<file path="config.mk">
export PLATFORM = sky130hd
export DESIGN_NAME = count_sequencer
export DESIGN_NICKNAME = d
export VERILOG_FILES = /design/src/rtl/count_seq_pkg.sv /design/src/rtl/sync_load_counter.sv /design/src/rtl/count_sequencer.sv
export SDC_FILE = /design/constraint.sdc
export NUM_CORES = 1
export LEC_CHECK = 0
export CAP_MARGIN = 10
export CORE_UTILIZATION = 53
export CTS_BUF_LIST = sky130_fd_sc_hd__clkbuf_8
export DETAILED_ROUTE_END_ITERATION = 16
export GPL_TIMING_DRIVEN = 0
export HOLD_SLACK_MARGIN = 0.08
export PLACE_DENSITY = 0.92
export SYNTH_ARGS = -nofsm -noshare
export SYNTH_HDL_FRONTEND = slang
export SYNTH_SLANG_ARGS = --single-unit
export TNS_END_PERCENT = 10
</file>
<file path="constraint.sdc">
create_clock -name clk -period 2.35 [get_ports clk]
set_input_delay 0.47 -clock clk [delete_from_list [all_inputs] [get_ports clk]]
set_output_delay 0.47 -clock clk [all_outputs]
set_load 0.02 [all_outputs]
</file>
<file path="src/rtl/count_seq_pkg.sv">
// Shared types and defaults for the count sequencer.
package count_seq_pkg;

  localparam int unsigned WIDTH_DEFAULT = 4;

  typedef enum logic [2:0] {
    S_IDLE,
    S_LOAD,
    S_RUN,
    S_PAUSED,
    S_DONE
  } state_e;

endpackage

</file>
<file path="src/rtl/sync_load_counter.sv">
// Up-counter with synchronous reset, synchronous load and count enable.
module sync_load_counter
  import count_seq_pkg::*;
#(
  parameter int unsigned WIDTH = WIDTH_DEFAULT
) (
  input  logic             clk,
  input  logic             reset,
  input  logic             load,
  input  logic [WIDTH-1:0] load_val,
  input  logic             en,
  output logic [WIDTH-1:0] q
);

  // Load beats enable; increment wraps modulo 2^WIDTH.
  always_ff @(posedge clk) begin
    if (reset) begin
      q <= '0;
    end else if (load) begin
      q <= load_val;
    end else if (en) begin
      q <= q + WIDTH'(1);
    end
  end

endmodule

</file>
<file path="src/rtl/count_sequencer.sv">
// Multi-pass lo..hi count sequencer with pause, abort and a done pulse.
module count_sequencer
  import count_seq_pkg::*;
#(
  parameter int unsigned WIDTH = WIDTH_DEFAULT
) (
  input  logic             clk,
  input  logic             reset,
  input  logic             start,
  input  logic             abort,
  input  logic             pause,
  input  logic [WIDTH-1:0] lo_val,
  input  logic [WIDTH-1:0] hi_val,
  input  logic [WIDTH-1:0] passes,
  output logic [WIDTH-1:0] count,
  output logic [WIDTH-1:0] pass_cnt,
  output logic             busy,
  output logic             done
);

  localparam int unsigned EW = WIDTH + 1;

  state_e           state;
  logic [WIDTH-1:0] lo_reg;
  logic [WIDTH-1:0] hi_reg;
  logic [WIDTH-1:0] passes_reg;
  logic [WIDTH-1:0] passes_eff;
  logic             at_hi;
  logic             more_passes;
  logic             run_step;
  logic             cnt_load;
  logic             cnt_en;
  logic [WIDTH-1:0] cnt_load_val;

  // Terminal and pass comparisons; a pass count of zero behaves as one.
  always_comb begin
    passes_eff  = (passes_reg == '0) ? WIDTH'(1) : passes_reg;
    at_hi       = (count == hi_reg);
    more_passes = (EW'(pass_cnt) + EW'(1)) < EW'(passes_eff);
    run_step    = (state == S_RUN) && !pause;
  end

  // Counter control: abort clears, LOAD and pass wrap reload lo, RUN increments.
  always_comb begin
    cnt_load     = 1'b0;
    cnt_en       = 1'b0;
    cnt_load_val = lo_reg;
    if (abort) begin
      cnt_load     = 1'b1;
      cnt_load_val = '0;
    end else if (state == S_LOAD) begin
      cnt_load = 1'b1;
    end else if (run_step) begin
      if (!at_hi) begin
        cnt_en = 1'b1;
      end else if (more_passes) begin
        cnt_load = 1'b1;
      end
    end
  end

  sync_load_counter #(.WIDTH(WIDTH)) u_counter (
    .clk      (clk),
    .reset    (reset),
    .load     (cnt_load),
    .load_val (cnt_load_val),
    .en       (cnt_en),
    .q        (count)
  );

  // Sequencer FSM; busy and done are registered alongside the state.
  always_ff @(posedge clk) begin
    if (reset) begin
      state      <= S_IDLE;
      pass_cnt   <= '0;
      busy       <= 1'b0;
      done       <= 1'b0;
      lo_reg     <= '0;
      hi_reg     <= '0;
      passes_reg <= '0;
    end else if (abort) begin
      state    <= S_IDLE;
      pass_cnt <= '0;
      busy     <= 1'b0;
      done     <= 1'b0;
    end else begin
      done <= 1'b0;
      case (state)
        S_IDLE: begin
          if (start) begin
            lo_reg     <= lo_val;
            hi_reg     <= hi_val;
            passes_reg <= passes;
            state      <= S_LOAD;
            busy       <= 1'b1;
          end
        end
        S_LOAD: begin
          pass_cnt <= '0;
          state    <= S_RUN;
        end
        S_RUN: begin
          if (pause) begin
            state <= S_PAUSED;
          end else if (at_hi) begin
            if (more_passes) begin
              pass_cnt <= pass_cnt + WIDTH'(1);
            end else begin
              state <= S_DONE;
              busy  <= 1'b0;
              done  <= 1'b1;
            end
          end
        end
        S_PAUSED: begin
          if (!pause) begin
            state <= S_RUN;
          end
        end
        S_DONE: begin
          state <= S_IDLE;
        end
        default: begin
          state <= S_IDLE;
          busy  <= 1'b0;
        end
      endcase
    end
  end

endmodule

</file>
## Word-level counts from Yosys, hierarchy flattened

Index checks and enable logic that the tools add are counted.

| word-level totals | value |
|---|---|
| output and inout bits | 10 |
| bits of input ports | 17 |
| register bits after elaboration | 25 |
| word-level logic and storage cells | 71 |

| cells by class | value |
|---|---|
| eq/ne operators | 13 |
| reductions and logical operators | 13 |
| add/sub/neg operators | 3 |
| muxes and demuxes | 29 |
| bitwise operators | 4 |
| magnitude comparators | 1 |

Operators by type and width:

| operator | number |
|---|---|
| 4-bit 2-to-1 mux | 7 |
| 3-bit 2-to-1 mux | 5 |
| 1-bit 2-to-1 mux | 14 |
| 2-bit != test, second input constant | 6 |
| 3-bit case mux with 4 select lines | 1 |
| 4-bit by 1-bit adder with 4-bit output, second input constant | 2 |
| 4-bit case mux with 2 select lines | 1 |
| 4-bit AND reduction | 2 |
| 3-bit by 2-bit equality test with 1-bit output, second input constant | 2 |
| 3-bit != test, second input constant | 2 |
| 4-bit by 1-bit adder with 5-bit output, second input constant | 1 |
| 5-bit by 4-bit < comparator with 1-bit output | 1 |
| 5-bit AND reduction | 1 |
| 5-bit OR reduction | 1 |
| 4-bit equality test | 1 |
| 4-bit logical NOT | 1 |
| 1-bit NOT | 4 |
| 2-bit nonzero test | 2 |
| 3-bit by 1-bit equality test with 1-bit output, second input constant | 1 |
| 3-bit equality test, second input constant | 1 |
| 3-bit logical NOT | 1 |
| 1-bit case mux with 3 select lines | 1 |
| 3-bit AND reduction | 1 |
| 3-bit OR reduction | 1 |
| 3 further kinds | 3 |

## Longest topological paths before layout

Gate-level depths: netlist (run 1).

| depth | value |
|---|---|
| depth after elaboration | 9 |
| gate-level depth with buffers | 9 |

## Cells and area by module

From an unflattened synthesis (run 1), not the netlist that was laid out.

| second synthesis, totals | value |
|---|---|
| cell total of the unflattened synthesis | 142 |
| area, all modules | 1281.2 um^2 |

Modules (own cells, without submodules):

| module | area each (um^2) | cells an instance | instances | seq. area each (um^2) |
|---|---|---|---|---|
| count_sequencer | 1076.0 | 120 | 1 | 420.4 |
| sync_load_counter | 205.2 | 22 | 1 | 80.1 |

## Least setup slack after synthesis (run 1)

No wires, ideal clock.

| timing path | value |
|---|---|
| path kind | register to register |
| start point | reg pass_cnt[0] |
| end point | reg state[1] |
| stages on the path, launching flop included | 9 |
| required time | 2.247 ns |
| data arrival time | 2.144 ns |
| path buffers | 0 |
| path slack | 0.102 ns |
| path through | dfxtp_1 -> ha_1 -> xor2_1 -> ha_1 -> a21o_1 -> a21oi_1 -> and2_4 -> a21oi_2 -> a2111oi_2 |

| between the ends | value |
|---|---|
| cells in the longest elaborated chain, start to end | 4 |

Ends and longest elaborated chain:

| what | RTL line | RTL |
|---|---|---|
| start: declaration | count_sequencer.sv:16 | `output logic [WIDTH-1:0] pass_cnt,` |
| start signal: assignment | count_sequencer.sv:107 | `pass_cnt <= pass_cnt + WIDTH'(1);` |
| 4-bit by 1-bit adder with 5-bit output | count_sequencer.sv:39 | `more_passes = (EW'(pass_cnt) + EW'(1)) < EW'(passes_eff);` |
| 5-bit by 4-bit < comparator with 1-bit output | count_sequencer.sv:39 |  |
| 3-bit != test (no source line) | -- |  |
| 4-bit AND reduction (no source line) | -- |  |
| end signal: assignment | count_sequencer.sv:74 | `state <= S_IDLE;` |
| end signal: assignment | count_sequencer.sv:82 | `state <= S_IDLE;` |
| end signal: assignment | count_sequencer.sv:94 | `state <= S_LOAD;` |
| end: declaration | count_sequencer.sv:23 | `state_e state;` |

Every way passes these cells.
A chain may end at the register's enable or synchronous reset.

## Worst setup path in the final report (run 1)

| timing path | value |
|---|---|
| start point | reg pass_cnt[0] |
| end point | reg pass_cnt[0] |

| between the ends | value |
|---|---|
| cells in the longest elaborated chain, start to end | 5 |

Ends and longest elaborated chain:

| what |
|---|
| branches (longest 5 deep; another with 4-bit by 1-bit adder with 5-bit output) |

Parallel ways; which one is timed is not known. The select of a mux whose other input is x is not followed.

==> key figures, run 1 <==
Status
  • Status: completed

Timing
  • Relative slew slack: 70.7%
  • RSZ-0062 raised after global routing: false
  • Final hold vios: 0
  • Crit path time final: 2.20 ns
  • Setup Viol. Count Final: 0
  • Worst-margin pin slew: 0.439 ns
  • Max Clock Freq: 454 MHz
  • Setup TNS: 0 ns
  • Tcrit/Tclk final: 93.7%
  • Fin. max-slew vios: 0
  • Hold WS: 0.511 ns
  • Clock Skew: 0.00450 ns

Layout
  • Layout cells sized above 1: 14.8%
  • Fill cell count: 186
  • Fin nets: 192
  • Synth-to-layout area growth: 26.0%
  • Post-layout util: 73.1%
  • Final Cell Area: 1680 um^2
  • Finished Layout Cells: 197
  • # diodes: 0

Place
  • GP Congestion: 0.867
  • HPWL after DPL: 2120 um
  • Placed Area: 1630 um^2
  • # placed instances: 193
  • Number of port buffers: 26

Synth
  • Post-synth EDFFs: 0
  • Sequential share of the synthesized area: 37.6%
  • Syn. warnings: 0
  • Count leader, synth: dfxtp_1
  • Mean Syn Cell Area: 9.59 um^2
  • Synth cell types: 45
  • Mapped Area: 1330 um^2
  • Synthesized Nets: 161
  • Dominant cells by area after synthesis: dfxtp_1 (38%), mux2i_1 (9.0%), nor2_1 (4.8%)
  • Synth top area share: 37.6%
  • Synthesized instance count: 139
  • Leading area contributor after synthesis: dfxtp_1
  • Ys async rst share: 0%
  • Register bit total from synthesis: 25
  • Top FF cell, synth: dfxtp_1
  • Post-synth top cells: dfxtp_1 (25), nor2_1 (17), mux2i_1 (12), nand3_1 (10)

Clock tree
  • Reg clk slew, reported paths: 0.09 ns
  • CTS H-tree lvls: 1
  • Post-CTS Setup Inserts: 0
  • Root Buffer: clkbuf_8
  • Worst-Skew Late Latency: 0.27 ns
  • CTS tree: built
  • Clk buf depth: 2
  • Clock sink count: 25
  • CTS buffer count: 3

Floorplanning
  • Core box area: 2300 um^2
  • Width of the die: 52.1 um
  • Cell Rows: 17
  • Top-level port count: 27
  • Die area: 2720 um^2
  • Initial Util: 58.0%
  • Die H: 52.1 um

Routing
  • Vias/cell: 5.89
  • Post-route DRC: 0
  • 1st-pass router iterations: 4
  • Via count: 1160
  • Post-DRT Antenna Nets: 0
  • Wire per inst: 14.7 um
  • Post-Route WL: 2890 um
  • DR iter-0 viols: 30

Min path
  • WHS Path Cells: 2
  • Hold crit path type: register to register

Global route
  • First-pass GRT wire length: 4780 um
  • GR Overflow Total: 0
  • Largest net degree at the start of global routing: 15
  • GRT Total Usage: 24.2%
  • Vias in the first global route: 1068
  • Initial antenna violation count: 0

Critical path
  • Arrival time of the worst setup path: 2.39 ns
  • R2R cell count: 9
  • CP Launch Type: register
  • Crit path kind: register to register
  • Critical path peak fanout: 10
  • Worst EP required: 2.54 ns
  • CP Capture Type: register

Power and ir drop
  • Leak: 0.693 nW
  • VDD IR-drop max: 0.418 mV
  • Pwr/cell area: 513 nW/um^2

Flow run
  • Max-cap check violation count: 0
==> cell type report <==
class | instances | area (um^2) | share of cell area [%]
Multi-Input combinational cell | 103 | 774 | 46.1
Inverter | 5 | 18.8 | 1.12
Buffer | 6 | 42.5 | 2.53
Sequential cell | 25 | 502 | 29.9
Clock buffer | 3 | 41.3 | 2.46
Tap cell | 28 | 35.0 | 2.09
Timing Repair Buffer | 26 | 260 | 15.5
Clock inverter | 1 | 5.00 | 0.298
==> layout by cell type, fill, tap and decap left out, types with 2 or more instances in the layout <==
cell type	n
nand2_1	6
clkdlybuf4s50_1	26
a21oi_2	2
clkbuf_8	3
inv_1	5
buf_6	2
nand3_1	10
xnor2_1	6
nor4_1	2
a22oi_1	2
nand3b_1	2
nor3_1	5
nor2_1	17
xor2_1	2
a211oi_2	2
clkbuf_1	2
nor3_4	2
ha_1	5
o21ai_1	3
dfxtp_1	24
mux2i_1	12
nand4_1	2
==> critical path, cell delays in order (launching register included) <==
cell     delay [ns]
dfxtp_2        0.37
ha_1           0.25
xor2_1         0.16
ha_1           0.31
nand3_1        0.07
a211o_1        0.28
a41oi_2        0.31
buf_6          0.20
nand3_1        0.09
o31ai_2        0.08
==> through the flow <==
step | power, mW | setup slack [ns]
CTS | 0.867 | 0.0474
global placement | 0.606 | 0.0556
finish | 0.862 | 0.147
floorplan | 0.557 | 0.102
global route | 0.900 | 0.0225
detailed placement | 0.613 | -0.00724
==> final timing paths <==
kind | start | end | slack, ns
max reg2reg | pass_cnt[0] | pass_cnt[0] | 0.15
max | pass_cnt[0] | pass_cnt[0] | 0.15
min | pass_cnt[1] | pass_cnt[1] | 0.51
min reg2reg | pass_cnt[1] | pass_cnt[1] | 0.51
==> report_power, final <==
group | total (mW) | leakage, nW | internal [mW] | switching (mW)
logic | 0.153 | 0.463 | 0.0760 | 0.0773
registers | 0.451 | 0.204 | 0.438 | 0.0127
clock network | 0.257 | 0.0255 | 0.119 | 0.138
==> kinds of logic after synthesis <==
logic type,count (synthesis),share of synthesized area (%)
mux,12,9.01
simple gates,56,24.8
compound gates,22,14.1
flops,25,37.6
fa+ha+maj,5,4.69
buf+inv,11,4.60
xor+xnor,8,5.26
==> timing repair <==
item | CTS | global route
endpoints found under the setup margin | 1 | 2
hold buffers | 0 | 0
pin swaps | 0 | 1
resized for setup | 1 | 1
==> per-layer routing <==
layer,vias up,global-route usage (%),wire [um]
met4,0,14.0,95
met2,40,40.2,1420
li1,566,-,-
met5,-,0,0
met3,9,4.09,153
met1,545,29.1,1220
(Power assumes the default switching activity.)
==> run 2: changes to the inputs <==
--- a/config.mk
+++ b/config.mk
@@ -5,7 +5,9 @@
 export SDC_FILE = /design/constraint.sdc
 export NUM_CORES = 1
 export LEC_CHECK = 0
+export ABC_AREA = 0
 export CAP_MARGIN = 10
+export CORE_MARGIN = 5
 export CORE_UTILIZATION = 53
 export CTS_BUF_LIST = sky130_fd_sc_hd__clkbuf_8
 export DETAILED_ROUTE_END_ITERATION = 16
==> run 2 against run 1 <==
Effect of this change: critical path type unchanged; clock power rose by 2%; register-to-register slack got worse by 0.08 ns; combinational power about the same; count of clock-buffer cells in the layout unchanged; final cell count increased by 1.0%; via count increased by 0.34%.
==> key figures, run 2 (synthesized netlist as in run 1, its figures left out) <==
Critical path
  • Arrival time of the worst setup path: 2.46 ns (+0.07 ns)
  • CP max-delay cell: dfxtp_2
  • Cells along the critical path: ha_1, xor2_1, ha_1, a21o_1, a21oi_2, and2_4, a21oi_2, a2111oi_2
  • Critical path buffers and inverters: 0 (-1)
  • CP Launch Type: register
  • CP delay by family, top: compound AO/OA/AOI/OAI gates
  • Crit-path max cell delay: 0.41 ns (+0.04 ns)
  • CP Capture Type: register
  • Crit path kind: register to register
  • Critical path peak fanout: 7 (-3)
  • Worst EP required: 2.53 ns (about the same)

Routing
  • Wl on met1: 1340 um (+9.2%)
  • 1st-pass router iterations: 5 (+1)
  • Post-DRT Antenna Nets: 0 (unchanged)
  • DR iter-0 viols: 50 (+67%)
  • DR WL met3: 196 um (+28%)
  • Post-Route WL: 3070 um (+6.0%)
  • WL met2: 1470 um (+3.0%)
  • Wire per inst: 15.4 um (+4.9%)
  • Post-route DRC: 0 (unchanged)
  • Vias/cell: 5.85 (-0.66%)
  • Via count: 1164 (+0.34%)
  • Max Used Layer: met4

Global route
  • Initial antenna violation count: 0 (unchanged)
  • First-pass GRT wire length: 4640 um (-3.0%)
  • Largest net degree at the start of global routing: 15 (unchanged)
  • Vias in the first global route: 1085 (+1.6%)
  • GR Overflow Total: 0 (unchanged)
  • GRT Total Usage: 17.1% (-7.1 points)

Power and ir drop
  • Leak: 0.693 nW (about the same)
  • Reg power frac: 52.0% (-0.4 points)
  • Internal power: 634 uW (about the same)
  • VDD IR-drop max: 0.368 mV (-12%)
  • Psw: 235 uW (+2.8%)
  • Clk pwr share: 30.2% (+0.4 points)
  • Pwr/cell area: 517 nW/um^2 (+0.64%)
  • Combinational group share of total power: 17.8% (about the same)
  • Switch share: 27.0% (+0.52 points)

Clock tree
  • Clk buf depth: 2 (unchanged)
  • Worst-Skew Late Latency: 0.28 ns (about the same)
  • Clock sink count: 25 (unchanged)
  • Root Buffer: clkbuf_8
  • Hold_buf cts: 0 (unchanged)
  • CTS H-tree lvls: 1 (unchanged)
  • CTS buffer count: 3 (unchanged)
  • CTS tree: built
  • Reg clk slew, reported paths: 0.09 ns (about the same)

Timing
  • Relative slew slack: 66.7% (-4.0 points)
  • Crit path time final: 2.28 ns (+0.0794 ns)
  • Tcrit/Tclk final: 97.1% (+3.4 points)
  • Clock Skew: 0.00414 ns (-0.000356 ns)
  • Fin. max-slew vios: 0 (unchanged)
  • Setup Viol. Count Final: 0 (unchanged)
  • Max Clock Freq: 438 MHz (-3.5%)
  • Worst-margin pin slew: 0.499 ns (+0.0600 ns)
  • Hold WS: 0.503 ns (-0.00771 ns)
  • Final hold vios: 0 (unchanged)

Floorplanning
  • Initial Util: 54.8% (-3.2 points)
  • Width of the die: 60.1 um (+15%)
  • Cell Rows: 18 (+1)
  • Top-level port count: 27 (unchanged)
  • Core box area: 2430 um^2 (+5.9%)
  • Die H: 60.1 um (+15%)
  • Die area: 3620 um^2 (+33%)

Place
  • HPWL after DPL: 2200 um (+3.7%)
  • Number of port buffers: 26 (unchanged)
  • GP Congestion: 0.837 (-3.4%)
  • Placed Area: 1630 um^2 (+0.15%)

Min path
  • Hold crit path type: register to register

Flow run
  • Max-cap check violation count: 0 (unchanged)

Layout
  • Fin nets: 192 (unchanged)
  • Fill cell count: 200 (+7.5%)
  • Layout cells sized above 1: 14.8% (unchanged)
  • # diodes: 0 (unchanged)
  • Most common cell after layout, fill and taps aside: clkdlybuf4s50_1
  • Most frequent cells in the layout: clkdlybuf4s50_1 (26), dfxtp_1 (24), nor2_1 (17), mux2i_1 (12), nand3_1 (10)
  • Final Cell Area: 1680 um^2 (+0.15%)
  • Synth-to-layout area growth: 26.2%

Status
  • Status: completed
==> run 2: final timing paths <==
check / start / endpoint / slack (ns) / depth (start not counted)
worst max-delay path: pass_cnt[0] / state[1] / 0.07 / 8
worst min-delay path: pass_cnt[1] / pass_cnt[1] / 0.50 / 2
worst max register to register: pass_cnt[0] / state[1] / 0.07 / 8
worst min register to register: pass_cnt[1] / pass_cnt[1] / 0.50 / 2
==> run 2: area by class of cell <==
cell class	count	area (um^2)	share of cell area (%)
timing repair buffer	26	260	15.5
sequential	25	502	29.8
buffer	6	42.5	2.53
clock buffer	3	41.3	2.46
tap	30	37.5	2.23
inverter	5	18.8	1.12
clock inverter	1	5.00	0.298
multi-input combinational	103	774	46.1
==> run 2: power groups by stage <==
stage	clock (mW)	combinational [mW]	sequential, mW
after CTS	0.265	0.154	0.451
after floorplan	0	0.0950	0.462
final	0.263	0.155	0.451
after detailed placement	0	0.151	0.461
after global placement	0	0.146	0.460
after global routing	0.277	0.166	0.454
==> run 2: stage by stage <==
step	instances	setup WS, ns	util, %	power (mW)	TNS (ns)
after floorplan	139	0.102	-	0.557	0
after global placement	195	0.0654	67.0	0.606	0
after detailed placement	195	-0.00747	67.0	0.613	-0.0140
after CTS	199	0.0559	69.0	0.870	0
after global routing	199	-0.0508	69.1	0.897	-0.130
final	199	0.0680	69.1	0.869	0
==> run 2: worst reg2reg max path: stages, from the launching register on <==
cell,delay (ns)
dfxtp_2,0.41
ha_1,0.21
xor2_1,0.22
ha_1,0.29
a21o_1,0.19
a21oi_2,0.24
and2_4,0.22
a21oi_2,0.07
a2111oi_2,0.34
==> run 2: what timing repair did <==
| item | CTS | global route |
|---|---|---|
| endpoints found under the setup margin | 2 | 6 |
| gates resized for setup | 1 | 1 |
| setup buffers | 0 | 0 |
| pin swaps | 0 | 1 |
| gates cloned | 0 | 0 |
==> run 2: per-layer routing <==
layer,GRT usage [%],vias to the layer above
met3,3.67,7
met4,9.18,0
li1,-,565
met1,19.8,547
met2,29.2,45
met5,0,-
==> patch 1, RTL diff (flow settings as in run 2) <==
Change the package constant `WIDTH_DEFAULT` from 4 to 6.
--- a/src/rtl/count_seq_pkg.sv
+++ b/src/rtl/count_seq_pkg.sv
@@ -2,5 +2,5 @@
 package count_seq_pkg;
 
-  localparam int unsigned WIDTH_DEFAULT = 4;
+  localparam int unsigned WIDTH_DEFAULT = 6;
 
   typedef enum logic [2:0] {
Interface: changed (5 resized); port bits go from 27 to 37. The function was not compared with the original's and may differ.
==> patch 1 against run 2 <==
  * The run now ends with negative setup slack left
  * Final area grew 51%
  * Area after synthesis up 38%
  * Synthesized cell count rose by 63%
  * Sequential cell count is 10 higher
  * Setup slack worse by 240 ps
  * Total power rose by 45%
  * Routed wire length is 55% higher
  * Final cell count is 62% higher
  * Critical path type unchanged
  * Critical endpoint is now pass_cnt[2]
  * Highest routed layer unchanged
==> patch 1: results (changes against run 2) <==
Synth
  • #FFs+latches synth: 35 (+40%)
  • Top post-synthesis cells by area: dfxtp_1 (38%), nand2_1 (11%), a21oi_1 (6.8%)
  • Yosys cell types: 44 (-2.2%)
  • Syn Nets: 256 (+59%)
  • Sequential area share after synthesis: 38.1% (+0.51 points)
  • Synth cell count leaders: nand2_1 (52), dfxtp_1 (35), a21oi_1 (25), inv_1 (13), xnor2_1 (11)

STA
  • Worst setup margin: -176 ps (-244 ps)
  • Min Hold Slack: 460 ps (-42.8 ps)
  • Clock skew: 3.52 ps (-0.625 ps)
  • Slew headroom: 44.5% (-22 points)
  • Final setup violation count: 12 (+12)
  • Setup TNS: -906 ps (-906 ps)

Layout
  • Buffers, non-clock: 55 (+72%)
  • Layout filler cell count: 240 (+20%)
  • Clkbuf count: 6 (+3)
  • Area of the multi-input gates: 1150 um2 (+48%)
  • Multi-input comb cells: 166 (+61%)
  • Invs w/o clock: 13 (+8)
  • Register Area: 717 um2 (+43%)
  • Layout Nets: 306 (+59%)
  • Clock network area share: 3.45% (+0.70 points)
  • Layout cells sized above 1: 17.8% (+3.0 points)
  • Non-clock buffer share of cell area: 18.8% (+0.83 points)
  • Design area: 2540 um2 (+51%)

Global route
  • Met1 Use GR: 25.0% (+5.3 points)
  • First-pass GRT wire length: 7.65 mm (+65%)
  • Vias in the first global route: 1708 (+57%)
  • Met2 global-route usage: 36.5% (+7.4 points)

Power and ir drop
  • Psw: 0.000332 W (+42%)
  • Clock distribution power: 0.000442 W (+68%)
  • Static leakage: 0.877 nW (+27%)
  • Max rail drop VDD: 0.000340 V (-7.5%)
  • Sequential power share: 49.1% (-2.9 points)
  • Total power: 0.00126 W (+45%)

Clock network
  • Postcts setup bufs: 6 (+6)
  • Total CTS buffers: 5 (+2)
  • H-tree Lvls: 2 (+1)
  • CTS clk-pin slew, worst paths: 70 ps (-20 ps)

Run status
  • Failing checks: negative setup slack
  • Status: finished with violations

Route
  • Met2 routed WL: 2.34 mm (+59%)
  • Met3 WL: 239 um (+22%)
  • Via count: 1772 (+52%)
  • Met1 wire length: 2.05 mm (+53%)
  • First DRT Iteration DRCs: 146 (+190%)
  • Drt pass-1 iters: 4 (-1)

Place
  • Port buffer count: 36 (+38%)
  • Placement Cell Area: 2300 um2 (+41%)
  • Final HPWL DP: 3.12 mm (+42%)
  • Placer Congestion: 0.822 (-1.8%)

Hold path
  • Hold Path End: lo_reg[1]
  • Hold_sp: lo_reg[1]

Critical path
  • CP arrival: 2740 ps (+280 ps)
  • CP max stage delay: 460 ps (+50 ps)
patch 1: cell count changes after synthesis, sizes merged, moves of 5 or more:
cell,run 2,this run
inv,5,13
nand2,6,52
dfxtp,25,35
mux2i,12,2
xnor2,6,11
nor2,17,7
a21oi,3,25
o2bb2ai,0,5
patch 1: cell families after synthesis:
group / share of synthesized area, %
adder cells (fa/ha/maj): 4.76
flip-flops: 38.1
buffers and inverters: 6.19
AND/OR/NAND/NOR: 23.3
AO/OA/AOI/OAI: 20.9
multiplexers: 1.09
XOR/XNOR: 5.71
patch 1: worst max-delay path by stage:
stage	from	end	slack (ps)	depth (start not counted)
6_report	pass_cnt[0]	pass_cnt[2]	-180	10
5_1_grt	pass_cnt[0]	pass_cnt[2]	-290	10
4_1_cts	pass_cnt[0]	pass_cnt[2]	-70	11
3_5_place_dp	pass_cnt[0]	u_counter.q[3]	-280	11
3_3_place_gp	pass_cnt[0]	pass_cnt[1]	-200	11
2_1_floorplan	pass_cnt[0]	pass_cnt[2]	-70	11
==> patch 2, RTL diff (settings of run 2) <==
Without the edit above. Add an input register stage for `start`, `abort`, `pause`, `lo_val`, `hi_val` and `passes`; this delays them by one clock.
--- a/src/rtl/count_sequencer.sv
+++ b/src/rtl/count_sequencer.sv
@@ -21,4 +21,20 @@
   localparam int unsigned EW = WIDTH + 1;
 
+  logic start_q;
+  logic abort_q;
+  logic pause_q;
+  logic [WIDTH-1:0] lo_val_q;
+  logic [WIDTH-1:0] hi_val_q;
+  logic [WIDTH-1:0] passes_q;
+
+  always_ff @(posedge clk) begin
+    start_q  <= start;
+    abort_q  <= abort;
+    pause_q  <= pause;
+    lo_val_q <= lo_val;
+    hi_val_q <= hi_val;
+    passes_q <= passes;
+  end
+
   state_e           state;
   logic [WIDTH-1:0] lo_reg;
@@ -38,5 +54,5 @@
     at_hi       = (count == hi_reg);
     more_passes = (EW'(pass_cnt) + EW'(1)) < EW'(passes_eff);
-    run_step    = (state == S_RUN) && !pause;
+    run_step    = (state == S_RUN) && !pause_q;
   end
 
@@ -46,5 +62,5 @@
     cnt_en       = 1'b0;
     cnt_load_val = lo_reg;
-    if (abort) begin
+    if (abort_q) begin
       cnt_load     = 1'b1;
       cnt_load_val = '0;
@@ -79,5 +95,5 @@
       hi_reg     <= '0;
       passes_reg <= '0;
-    end else if (abort) begin
+    end else if (abort_q) begin
       state    <= S_IDLE;
       pass_cnt <= '0;
@@ -88,8 +104,8 @@
       case (state)
         S_IDLE: begin
-          if (start) begin
-            lo_reg     <= lo_val;
-            hi_reg     <= hi_val;
-            passes_reg <= passes;
+          if (start_q) begin
+            lo_reg     <= lo_val_q;
+            hi_reg     <= hi_val_q;
+            passes_reg <= passes_q;
             state      <= S_LOAD;
             busy       <= 1'b1;
@@ -101,5 +117,5 @@
         end
         S_RUN: begin
-          if (pause) begin
+          if (pause_q) begin
             state <= S_PAUSED;
           end else if (at_hi) begin
@@ -114,5 +130,5 @@
         end
         S_PAUSED: begin
-          if (!pause) begin
+          if (!pause_q) begin
             state <= S_RUN;
           end
Function: changed (a bounded check fails within 4 cycles, from zero or initial values and one cycle with reset high).
==> patch 2 against run 2 <==
  * Routed wire length up 19%
  * Final cell count increased by 9.0%
  * Setup slack lost 40 ps
  * Sequential cell count grew 15
  * Final area grew 24%
  * Non-clock buffer count rose by 2
  * Total power up 54%
  * Combinational power is 5% lower
  * Area after synthesis increased by 16%
  * Sequential share of layout area grew 9.0 points
  * Critical path type unchanged
  * Critical endpoint unchanged
==> patch 2: results (changes against run 2) <==
Run status
  • Status: finished clean

Synth
  • Top post-synthesis cells by area: dfxtp_1 (52%), mux2i_1 (9.0%), nor2_1 (5.1%)
  • Syn Nets: 170 (+5.6%)
  • Synth cell count leaders: dfxtp_1 (40), nor2_1 (21), mux2i_1 (14), a211oi_1 (7), nand2_1 (7)
  • YS warnings: 0 (unchanged)
  • Post-synth ARST share: 0% (unchanged)
  • Yosys cell types: 33 (-27%)
  • Sequential area share after synthesis: 51.7% (+14 points)

Critical path
  • Worst reg2reg path depth: 10 (+2)
  • Crit Path Max Fanout: 4 (-3)
  • RR Startpoint: pass_cnt[1]
  • Worst R2R Setup Slack: 30 ps (-40 ps)
  • CP arrival: 2490 ps (+30 ps)
  • End of the worst register-to-register path: state[1]

Place
  • Final HPWL DP: 2.37 mm (+7.6%)
  • Dpl ws: -166 ps (-158 ps)
  • Port buffer count: 26 (unchanged)
  • Placer Congestion: 0.797 (-4.7%)

Power and ir drop
  • Max rail drop VDD: 0.000819 V (+120%)
  • Static leakage: 0.815 nW (+18%)
  • Fraction of power spent switching nets: 24.1% (-2.9 points)

STA
  • Clock skew: 5.34 ps (+1.20 ps)
  • Slew @ Worst Pin: 818 ps (+319 ps)
  • Final Hold Vio Count: 0 (unchanged)

Global route
  • First-pass GRT wire length: 5.81 mm (+25%)
  • Initial antenna violation count: 0 (unchanged)
  • Vias in the first global route: 1331 (+23%)
  • Gr usage total: 18.1% (+0.92 points)
  • Largest net degree at the start of global routing: 13 (-2)

Hold path
  • Hold Path End: lo_reg[2]
  • Hold_sp: lo_val_q[2]
  • Hold/Removal Path Class: reg2reg
  • Hold depth: 2 (unchanged)

Clock network
  • Clock Tree Root: clkbuf_8
  • Worst-Skew Late Latency: 300 ps (+20 ps)
  • Worst-case clock buffer depth: 2 (unchanged)
  • H-tree Lvls: 2 (+1)
  • Total CTS buffers: 5 (+2)
  • CTS clk-pin slew, worst paths: 70 ps (-20 ps)

Route
  • DR vias/cell: 5.94 (+1.5%)
  • Drt pass-1 iters: 4 (-1)
  • First DRT Iteration DRCs: 56 (+12%)
  • Mean routed wirelength per cell: 16.8 um (+8.8%)

Layout
  • Layout Nets: 207 (+7.8%)
  • Layout cells sized above 1: 18.8% (+4.0 points)
  • # diodes: 0 (unchanged)
## patch 2: changes by cell type after synthesis, sizes merged, moves of 3 or more
cell and change:
a211oi +5, a21oi +3, buf -3, dfxtp +15, nand3 -6, nor2 +4, nor2b +4, nor3 -6
o21ai -3, xnor2 -3, xor2 +3
## patch 2: worst max-delay path: stages (launching register included)
cell      delay, ps
dfxtp_4         370
ha_4            160
nor2b_4         120
or2_4           250
ha_4            280
nand3_2          80
a211o_4         310
a211o_4         370
buf_6           120
nand2_2          60
a211oi_2         60
## patch 2: final cells by class
class / instances / area, um2
well taps: 31 / 38.8
plain buffers: 4 / 18.8
inverters: 6 / 22.5
repair buffers: 30 / 294
clock inverters: 2 / 10.0
flip-flops and latches: 40 / 810
fillers: 183 / 696
clock buffers: 6 / 82.6
multi-input cells: 98 / 810
## patch 2: per-stage QoR
stage	cell area, um2	std cells	hold slack (ps)	total power, W
2_1_floorplan	1550	148	440	0.000806
3_3_place_gp	1850	205	446	0.000850
3_5_place_dp	1850	205	465	0.000858
4_1_cts	2010	216	483	0.00133
5_1_grt	2090	217	511	0.00140
6_report	2090	217	479	0.00134
## patch 2: cell families after synthesis
logic type / Yosys count / synth area share [%]
flip-flops: 40 / 51.7
AO/OA/AOI/OAI: 23 / 11.5
XOR/XNOR: 8 / 4.52
adder cells (fa/ha/maj): 5 / 4.04
buffers and inverters: 10 / 2.67
AND/OR/NAND/NOR: 48 / 16.6
multiplexers: 14 / 9.05
## patch 2: worst max path at each step
stage,start,endpoint,slack [ps]
global placement,pass_cnt[0],u_counter.q[0],-50
floorplan,pass_cnt[1],busy,-0.8
CTS,pass_cnt[0],state[1],20
global route,pass_cnt[1],state[1],-20
detailed placement,pass_cnt[0],pass_cnt[0],-170
finish,pass_cnt[1],state[1],30
## patch 2: per-layer routing
metal	track usage, %	part of all wire, %	routed length, um
met2	29.3	51	1840
met4	11.7	2.3	85
met3	7.88	6.5	237
met5	0	0	0
met1	18.9	40	1470
## patch 2: repair_timing
| action | CTS | global route |
|---|---|---|
| gates resized for setup | 8 | 13 |
| setup buffers | 3 | 1 |
| pin swaps | 2 | 8 |
| setup endpoints to repair | 9 | 10 |
| hold buffers | 0 | 0 |
## patch 2: power groups by stage
stage | sequential, W | clock (W) | combinational (W)
6_report | 0.000724 | 0.000468 | 0.000147
2_1_floorplan | 0.000739 | 0 | 0.0000673
4_1_cts | 0.000723 | 0.000476 | 0.000131
3_5_place_dp | 0.000740 | 0 | 0.000118
3_3_place_gp | 0.000738 | 0 | 0.000111
5_1_grt | 0.000726 | 0.000514 | 0.000160
